<file path="config.mk">
export PLATFORM = sky130hd
export DESIGN_NAME = pio_loader
export DESIGN_NICKNAME = d
export VERILOG_FILES = /design/src/rtl/pio_loader.sv
export SDC_FILE = /design/constraint.sdc
export NUM_CORES = 1
export LEC_CHECK = 0
export CORE_MARGIN = 8
export CORE_UTILIZATION = 40
export CTS_CLUSTER_DIAMETER = 60
export CTS_CLUSTER_SIZE = 16
export DETAILED_ROUTE_END_ITERATION = 10
export PLACE_DENSITY = 0.8
export SLEW_MARGIN = 15
export SYNTH_ARGS = -nofsm -noshare
export SYNTH_HDL_FRONTEND = slang
export SYNTH_SLANG_ARGS = --single-unit
</file>
<file path="constraint.sdc">
create_clock -name clk_25mhz -period 3 [get_ports clk_25mhz]
set_clock_uncertainty 0.05 [all_clocks]
set_input_delay 0.9 -clock clk_25mhz [delete_from_list [all_inputs] [get_ports clk_25mhz]]
set_output_delay 0.9 -clock clk_25mhz [all_outputs]
set_load 0.01 [all_outputs]
</file>
<file path="src/rtl/pio_loader.sv">
// rtl/pio_loader.sv - boot-time ROM loader and run-time push forwarder for one pio
module pio_loader #(
  parameter int         PROG_LEN = 32,
  parameter logic [3:0] ACT_LOAD = 4'd1,
  parameter logic [3:0] ACT_PUSH = 4'd4
) (
  input  logic        clk_25mhz,
  input  logic        reset,
  output logic [4:0]  prog_addr,
  input  logic [15:0] prog_data,
  output logic [4:0]  conf_addr,
  input  logic [35:0] conf_data,
  input  logic [5:0]  conf_len,
  input  logic        reload,
  input  logic        push_valid,
  output logic        push_ready,
  input  logic [31:0] push_data,
  input  logic [1:0]  push_mindex,
  input  logic [3:0]  pio_full,
  output logic [31:0] pio_din,
  output logic [4:0]  pio_index,
  output logic [3:0]  pio_action,
  output logic [1:0]  pio_mindex,
  output logic        loaded
);

  typedef enum logic [1:0] {LOAD_PROG, LOAD_CONF, DRAIN, RUN} state_t;

  state_t     state, state_nxt;
  logic [5:0] conf_len_q;
  logic [5:0] conf_len_clamped;
  logic       s1_valid, s1_conf, s1_last, out_last;
  logic [4:0] s1_index;
  logic       issue, issue_conf, issue_last;
  logic       accept, restart;

  assign conf_len_clamped = (conf_len > 6'd32) ? 6'd32 : conf_len;
  assign loaded           = (state == RUN);
  assign push_ready       = loaded & ~reload & ~reset & ~pio_full[push_mindex];
  assign accept           = push_valid & push_ready;
  assign restart          = loaded & reload;

  // Addresses are issued back to back across the prog/conf boundary; the
  // s1_* stage tracks each address through the ROM's read latency.
  always_comb begin
    state_nxt  = state;
    issue      = 1'b0;
    issue_conf = 1'b0;
    issue_last = 1'b0;
    case (state)
      LOAD_PROG: begin
        issue = 1'b1;
        if (prog_addr == 5'(PROG_LEN - 1)) begin
          if (conf_len_q == 6'd0) begin
            issue_last = 1'b1;
            state_nxt  = DRAIN;
          end else begin
            state_nxt = LOAD_CONF;
          end
        end
      end
      LOAD_CONF: begin
        issue      = 1'b1;
        issue_conf = 1'b1;
        if ({1'b0, conf_addr} == conf_len_q - 6'd1) begin
          issue_last = 1'b1;
          state_nxt  = DRAIN;
        end
      end
      DRAIN: begin
        if (out_last) state_nxt = RUN;
      end
      RUN: begin
        if (reload) state_nxt = LOAD_PROG;
      end
      default: state_nxt = LOAD_PROG;
    endcase
  end

  always_ff @(posedge clk_25mhz) begin
    if (reset) begin
      state      <= LOAD_PROG;
      prog_addr  <= 5'd0;
      conf_addr  <= 5'd0;
      conf_len_q <= conf_len_clamped;
      s1_valid   <= 1'b0;
      s1_conf    <= 1'b0;
      s1_last    <= 1'b0;
      s1_index   <= 5'd0;
      out_last   <= 1'b0;
      pio_din    <= 32'd0;
      pio_index  <= 5'd0;
      pio_action <= 4'd0;
      pio_mindex <= 2'd0;
    end else begin
      state <= state_nxt;
      if (restart) conf_len_q <= conf_len_clamped;
      if (issue && !issue_conf)
        prog_addr <= (prog_addr == 5'(PROG_LEN - 1)) ? 5'd0 : prog_addr + 5'd1;
      if (issue_conf)
        conf_addr <= issue_last ? 5'd0 : conf_addr + 5'd1;
      s1_valid <= issue;
      s1_conf  <= issue_conf;
      s1_last  <= issue_last;
      s1_index <= prog_addr;
      out_last <= s1_valid & s1_last;
      if (s1_valid) begin
        pio_action <= s1_conf ? conf_data[35:32] : ACT_LOAD;
        pio_din    <= s1_conf ? conf_data[31:0] : {16'h0, prog_data};
        pio_index  <= s1_conf ? 5'd0 : s1_index;
        pio_mindex <= 2'd0;
      end else if (accept) begin
        pio_action <= ACT_PUSH;
        pio_din    <= push_data;
        pio_index  <= 5'd0;
        pio_mindex <= push_mindex;
      end else begin
        pio_action <= 4'd0;
      end
    end
  end

endmodule
</file>
## Word level (Yosys, flattened, before mapping)

Cells that the tools add are included.
Widths: inputs -> output; s select.

- $add $sub $neg: 3
- Mux-type cells: 28
- Bitwise gates (word level): 9
- Magnitude comparators: 2
- Reductions and logical operators: 9
- Equality and inequality tests: 9

Operator list:

| cell | number |
|---|---|
| $mux 32 | 3 |
| $mux 5 | 5 |
| $mux 6 | 3 |
| $add 5x1->5 const B | 2 |
| $mux 2 | 5 |
| $mux 4 | 2 |
| $ne 2x2->1 const B | 4 |
| $pmux 2 s4 | 1 |
| $and 1x1->1 | 6 |
| $eq 5x6->1 | 1 |
| $gt 6x6->1 const B | 1 |
| $logic_not 6->1 | 1 |
| $mux 1 | 6 |
| $sub 6x1->6 const B | 1 |
| $eq 5x5->1 const B | 1 |
| $eq 2x2->1 const B | 2 |
| $reduce_and 4->1 | 1 |
| $reduce_bool 2->1 | 2 |
| $reduce_or 2->1 | 2 |
| $lt 2x3->1 const B | 1 |
| $mux 3 | 1 |
| $not 1->1 | 3 |
| $bmux 1 s2 | 1 |
| $eq 2x1->1 const B | 1 |
| 4 further kinds | 4 |

- Output and inout port bits: 55
- Word-level logic and storage cells: 73
- Bits in registers: 70
- Bits of input ports: 100

## Longest topological paths before layout

- Depth in word-level cells: 7
- Gate-level depth with buffers: 8
- Gate-level depth less buffers: 8

## Worst setup path after synthesis

OpenSTA, ideal clock, no wires.

- Path type: input to output
- Start: input port push_mindex[0]
- End: output port push_ready
- Path buffers: 0
- Arrival: 1.734 ns
- Slack: 0.316 ns
- Stages: 2
- Cell sequence: mux4_2 nor3_1

- Cells in the longest elaborated chain, start to end: 4

Ends and longest elaborated chain:

| item | line | RTL |
|---|---|---|
| start, declared | 18 | `input logic [1:0] push_mindex,` |
| $bmux 1 s2 | 39 | `assign push_ready = loaded & ~reload & ~reset & ~pio_full[push_mindex];` |
| $mux 1 (implied by the code) | 39 |  |
| $not 1->1 | 39 |  |
| $and 1x1->1 | 39 |  |
| end, declared | 16 | `output logic push_ready,` |

Every way passes these cells. The select of a mux whose other input is x is not followed.

## Worst setup path in the final report

Same ends and word-level chain as after synthesis.

==> metrics.md <==
| Metric | Value |
|---|---|
| Global route total overflow | 0 |
| Pwr/cell area | 550 nW/um2 |
| Post-Synthesis Cells | 366 |
| RR Endpoint | conf_addr[0] |
| CTS clk-pin slew, worst paths | 80 ps |
| Worst VDD drop | 0.311 mV |
| FILL cells | 712 |
| Pre-CTS setup slack | -629 ps |
| Syn Area/Cell | 9.00 um2 |
| First-pass GRT wire length | 16.7 mm |
| Clk pwr share | 24.9% |
| WHS Path Cells | 1 |
| Final Hold Vio Count | 0 |
| Hold Path Sink | out_last |
| Vias | 3249 |
| Largest family of logic cells by synthesized area | simple AND/OR/NAND/NOR gates |
| CP Data Required Time | 2050 ps |
| Total power | 0.00282 W |
| Worst R2R Start | conf_len_q[0] |
| Seq/Total Area, Yosys | 44.3% |
| Sw power | 0.000921 W |
| Diode count | 0 |
| First-pass DRT Iterations | 4 |
| Vias in the first global route | 3261 |
| Final WL | 10.6 mm |
| Initial Utilization | 40.7% |
| Layout cells sized above 1 | 7.68% |
| Max-slew violation count | 0 |
| Crit end category | primary output |
| Post-Synth XOR/XNOR Area | 1.59% |
| Area growth, synth to finish | 55.7% |
| Mux share of post-synthesis cell area | 7.14% |
| Setup WS post-layout | 52.8 ps |
| Tightest Pin Transition | 709 ps |
| Final setup violation count | 0 |
| Clock Latency Late Sink | 340 ps |
| Synthesis Warnings | 0 |
| FF-to-FF path depth | 7 |
| Post-Synth Simple-Gate Area | 21.4% |
| Row count | 33 |
| Yosys top cell by area | dfxtp_1 |
| Post-DR wirelength/cell | 16.9 um |
| Setup tns final | 0 ps |
| Number of DRC markers in iteration 0 | 96 |
| Pint | 0.00190 W |
| Die height | 107 um |
| Largest net degree at the start of global routing | 68 |
| Crit Path Max Fanout | 2 |
| Status | finished clean |
| Total GRT Usage | 18.0% |
| TritonCTS Buffers | 9 |
| CTS tree | yes |
| Startpoint class of the critical path | primary input |
| Max cap viols | 0 |
| Comb pwr share | 34.0% |
| Number of I/O port buffers | 154 |
| Ys async rst share | 0% |
| Sw frac | 32.6% |
| RSZ-0062 raised after global routing | false |
| Antenna violations before repair | 0 |
| Synthesized flop and latch total | 70 |
| Distinct cells, synth | 47 |
| Core Area | 8090 um2 |
| Post-DP HPWL | 7.96 mm |
| Post-synthesis compound-gate area fraction | 17.4% |
| Final net count | 624 |
| Buffer depth of the longest clock path | 2 |
| Largest cells by area after synthesis | dfxtp_1 (39%), mux2i_1 (5.8%), edfxtp_1 (5.5%), a221oi_1 (4.5%), nor2_1 (4.4%) |
| I/O pins | 155 |
| Data arrival, critical path | 2000 ps |
| H-tree depth | 3 |
| Die ar. | 11400 um2 |
| Slew headroom | 52.7% |
| Critical path class | primary input to primary output |
| Root buffer cell | clkbuf_8 |
| Post-synth EDFFs | 6 |
| Post-route ant nets | 0 |
| Leak | 1.94 nW |
| Post-Syn Area | 3300 um2 |
| Fmax | 0.339 GHz |
| Layout Utilization | 63.4% |
| DR vias/cell | 5.19 |
| Hold path start | s1_last |
| Clock Sinks | 70 |
| Drt drc | 0 |
| Die width | 107 um |
| Post-synth top area share | 38.9% |
| Synth Area in Adders | 3.04% |
| Worst R2R Setup Slack | 650 ps |
| Sequential share of power | 41.1% |
| Routability cong. | 0.771 |
| Net Count, Synth | 474 |
| Period utilization | 98.2% |
| Synth Flop Type | dfxtp_1 |
| Post-layout min period | 2950 ps |
| Worst hold path type | flop to flop |
## sequential cells by signal (all words and copies together), names as in the netlist, 2 cells and up
signal,flops
pio_din,32
conf_len_q,6
conf_addr,5
pio_index,5
prog_addr,5
s1_index,5
pio_action,4
pio_mindex,2
state,2
## worst max-delay path, cell delays in order
cell           delay (ps)
dlygate4sd2_1         240
mux4_2                540
nor3_2                180
buf_2                 150
## layer usage
metal  wire length, um  share of wire, %  track usage, %  up-vias
met2              5350                51            30.8      100
met5                 0                 0               0        -
met4               110               1.0            5.53        0
met3               632               6.0            4.38       10
met1              4500                42            21.7     1531
li1                  -                 -               -     1608
## what timing repair did
action | 4_1_cts | 5_1_grt
pin swaps | 1 | 1
resized for setup | 7 | 4
hold buffers | 0 | 0
setup endpoints to repair | 1 | 1
setup buffers | 0 | 1
## power groups by stage
stage          Clock, W  Sequential [W]  Combinational [W]
2_1_floorplan         0         0.00120           0.000479
3_5_place_dp          0         0.00118           0.000962
5_1_grt        0.000772         0.00118            0.00104
3_3_place_gp          0         0.00117           0.000936
4_1_cts        0.000730         0.00116           0.000967
6_report       0.000703         0.00116           0.000959
## worst max-delay path by stage
stage                         from    endpoint  slack [ps]  cells after the start
CTS                    pio_full[0]  push_ready          10                      4
finish              push_mindex[0]  push_ready          50                      4
global route        push_mindex[0]  push_ready          10                      4
detailed placement  push_mindex[0]  push_ready        -630                      4
global placement    push_mindex[0]  push_ready        -610                      4
floorplan           push_mindex[0]  push_ready         320                      2
## area by class of cell
class | count | area (um2) | share of cell area [%]
multi-input combinational | 261 | 1670 | 32.5
inverter | 8 | 30.0 | 0.585
clock inverter | 6 | 47.5 | 0.926
clock buffer | 10 | 138 | 2.68
timing repair buffer | 166 | 1650 | 32.2
tap | 105 | 131 | 2.56
sequential | 70 | 1460 | 28.5
## stage by stage
step	instances	cell area (um2)	hold WS (ps)
global route	626	5130	410
floorplan	366	3300	356
detailed placement	609	4930	381
CTS	625	5110	385
global placement	609	4930	366
finish	626	5130	388
## cells in the mapped netlist (2+ instances only)
cell type / number
nand3b_1: 2
buf_2: 3
a21bo_2: 2
dfxtp_1: 64
o211a_1: 2
nor3b_1: 2
nand2b_1: 6
nor2_1: 39
and2_1: 3
o2111ai_1: 2
a221oi_1: 17
a22oi_1: 6
and3_1: 4
edfxtp_1: 6
ha_1: 8
o211ai_1: 17
clkbuf_1: 18
buf_1: 2
o21ai_0: 4
xnor2_1: 3
nor2b_1: 12
xor2_1: 3
a21oi_1: 25
nand2_1: 38
inv_1: 8
mux2_2: 2
buf_6: 3
mux2i_1: 19
nor3_1: 21
nand3_1: 8
## placed cells by master, fill, tap and decap left out, types with 10 or more instances in the layout
master           netlist  final
a21oi_1               25     25
a221oi_1              17     17
buf_4                  0     10
clkbuf_8               0     10
clkdlybuf4s50_1        0    146
dfxtp_1               64     64
mux2i_1               19     19
nand2_1               38     38
nor2_1                39     39
nor2b_1               12     12
nor3_1                21     20
o211ai_1              17     17
## kinds of logic (layout without fill, tap and decap cells)
| logic type | after synthesis | in the layout |
|---|---|---|
| mux | 22 | 22 |
| fa+ha+maj | 8 | 8 |
| flops | 70 | 70 |
| buf+inv | 35 | 190 |
| compound gates | 81 | 81 |
| xor+xnor | 6 | 6 |
| simple gates | 144 | 144 |
Power figures use the tool's default switching activity.
==> RTL change: new RTL, same settings <==
The 4 states of `state_t` get a one-hot encoding in 4 bits.
--- a/src/rtl/pio_loader.sv
+++ b/src/rtl/pio_loader.sv
@@ -25,5 +25,5 @@
 );
 
-  typedef enum logic [1:0] {LOAD_PROG, LOAD_CONF, DRAIN, RUN} state_t;
+  typedef enum logic [3:0] {LOAD_PROG = 4'b0001, LOAD_CONF = 4'b0010, DRAIN = 4'b0100, RUN = 4'b1000} state_t;
 
   state_t     state, state_nxt;
Formal check against the unedited RTL: same outputs for any inputs over 10 cycles, from zero or initial values and one cycle with reset high; not proved beyond that.
==> RTL change against the unedited design <==
Area after synthesis is 1.5% lower. Non-clock buffer count increased by 2. Sequential cell count increased by 2. Critical path type unchanged. Critical endpoint unchanged. Cell area is 0.27% lower. Power is 31% higher. Die area is 1.3% lower. Wire length is 0.32% lower. Worst setup slack better by 19 ps. Via count about the same. Hold slack got worse by 12 ps.
==> RTL change: results (changes against the unedited design) <==
Synthesized Nets 461 (-2.7%); Placer Congestion 0.803 (+4.2%); post-CTS setup buffer count 0 (unchanged); GRT Overall Usage 0.181 (+0.000658); Yosys cell types 45 (-4.3%); commonest cells in the netlist 66 x dfxtp_1, 42 x nand2_1, 38 x nor2_1; dpl cells 604 (-0.82%); Synth warnings 0 (unchanged); hpwl dp 8250 µm (+3.7%); Synth area leaders dfxtp_1 41%, mux2i_1 5.6%, edfxtp_1 5.6%, nand2_1 4.9%, nor2_1 4.4%; antenna violations before repair 1 (+1); IO Port Bufs 154 (unchanged); largest net degree at the start of global routing 69 (+1.5%); share of cells above drive strength 1 0.0913 (+0.0145); Max H-tree Level 3 (unchanged); Iter 0 DRT Violations 116 (+21%); via density per instance 5.24 (+1.0%); Largest stage delay, worst path 520 ps (-20 ps); vias in the first global route 3289 (+0.86%); worst-margin pin slew 713 ps (+4.63 ps); Critical Path AT 1980 ps (-20 ps); Pint 2.41 mW (+27%); Fillers 702 (-1.4%); nets 614 (-1.6%); Mapped Cells 357 (-2.5%); Leakage 1.89 nW (-2.7%); status finished, final reports clean; Post-synth EDFFs 6 (unchanged); WL final 10600 µm (-0.32%); sequential cell area fraction in the yosys report 0.463 (+0.0192); first-pass GRT wire length 16500 µm (-1.2%); non-filler instance count after layout 620 (-0.96%); Peak VDD IR 0.000389 V (+25%)
==> RTL change: power groups by stage <==
stage	Sequential (mW)	Clock [mW]	Combinational (mW)
after global routing	1.34	0.920	1.67
final	1.32	0.864	1.53
after floorplan	1.39	0	0.801
after detailed placement	1.34	0	1.54
after CTS	1.32	0.882	1.54
after global placement	1.32	0	1.49
==> RTL change: what timing repair did <==
action / in CTS / in global routing
endpoints found under the hold margin: 0 / 0
pin swaps: 1 / 1
setup endpoints to repair: 1 / 1
gates resized for setup: 22 / 0
==> RTL change: path summary, 6_finish.rpt <==
kind	start	endpoint	slack [ps]	cells after the start
min	s1_last	out_last	380	1
min reg2reg	s1_last	out_last	380	1
max reg2reg	prog_addr[0]	state[2]	850	7
max	push_mindex[0]	push_ready	70	4
==> RTL change: cells by family after synthesis <==
group | synth area share
AND/OR/NAND/NOR | 0.223
AO/OA/AOI/OAI | 0.176
flip-flops | 0.463
buffers and inverters | 0.0416
multiplexers | 0.0625
XOR/XNOR | 0.0189
adder cells (fa/ha/maj) | 0.0154
==> RTL change: final cells by class <==
cell class,instances,area (µm²),area share
timing repair buffer,168,1630,0.318
sequential,72,1500,0.293
clock buffer,10,138,0.0269
clock inverter,6,91.3,0.0178
tap,105,131,0.0257
multi-input combinational,255,1610,0.315
inverter,4,15.0,0.00293
==> RTL change: worst max-delay path, delay by kind of cell <==
family | cells | cell delay, ps
muxes | 1 | 520
buffers and inverters | 2 | 270
and+or+nand+nor | 1 | 290
==> RTL change: routing by layer <==
metal | vias to the layer above | share of wire | GRT usage
met4 | 2 | 0.014 | 0.0623
met5 | - | 0.0011 | 0
met2 | 99 | 0.51 | 0.325
li1 | 1595 | - | -
met3 | 14 | 0.056 | 0.0496
met1 | 1541 | 0.42 | 0.199
==> RTL change: per-stage QoR <==
step                area [µm²]  setup TNS (ps)  worst slack, ps   util
floorplan                 3250               0              320      -
global placement          4910           -5180             -760  0.610
detailed placement        4910           -8560             -812  0.610
CTS                       5120               0             18.9  0.636
global route              5120               0             26.5  0.636
finish                    5120               0             72.1  0.636
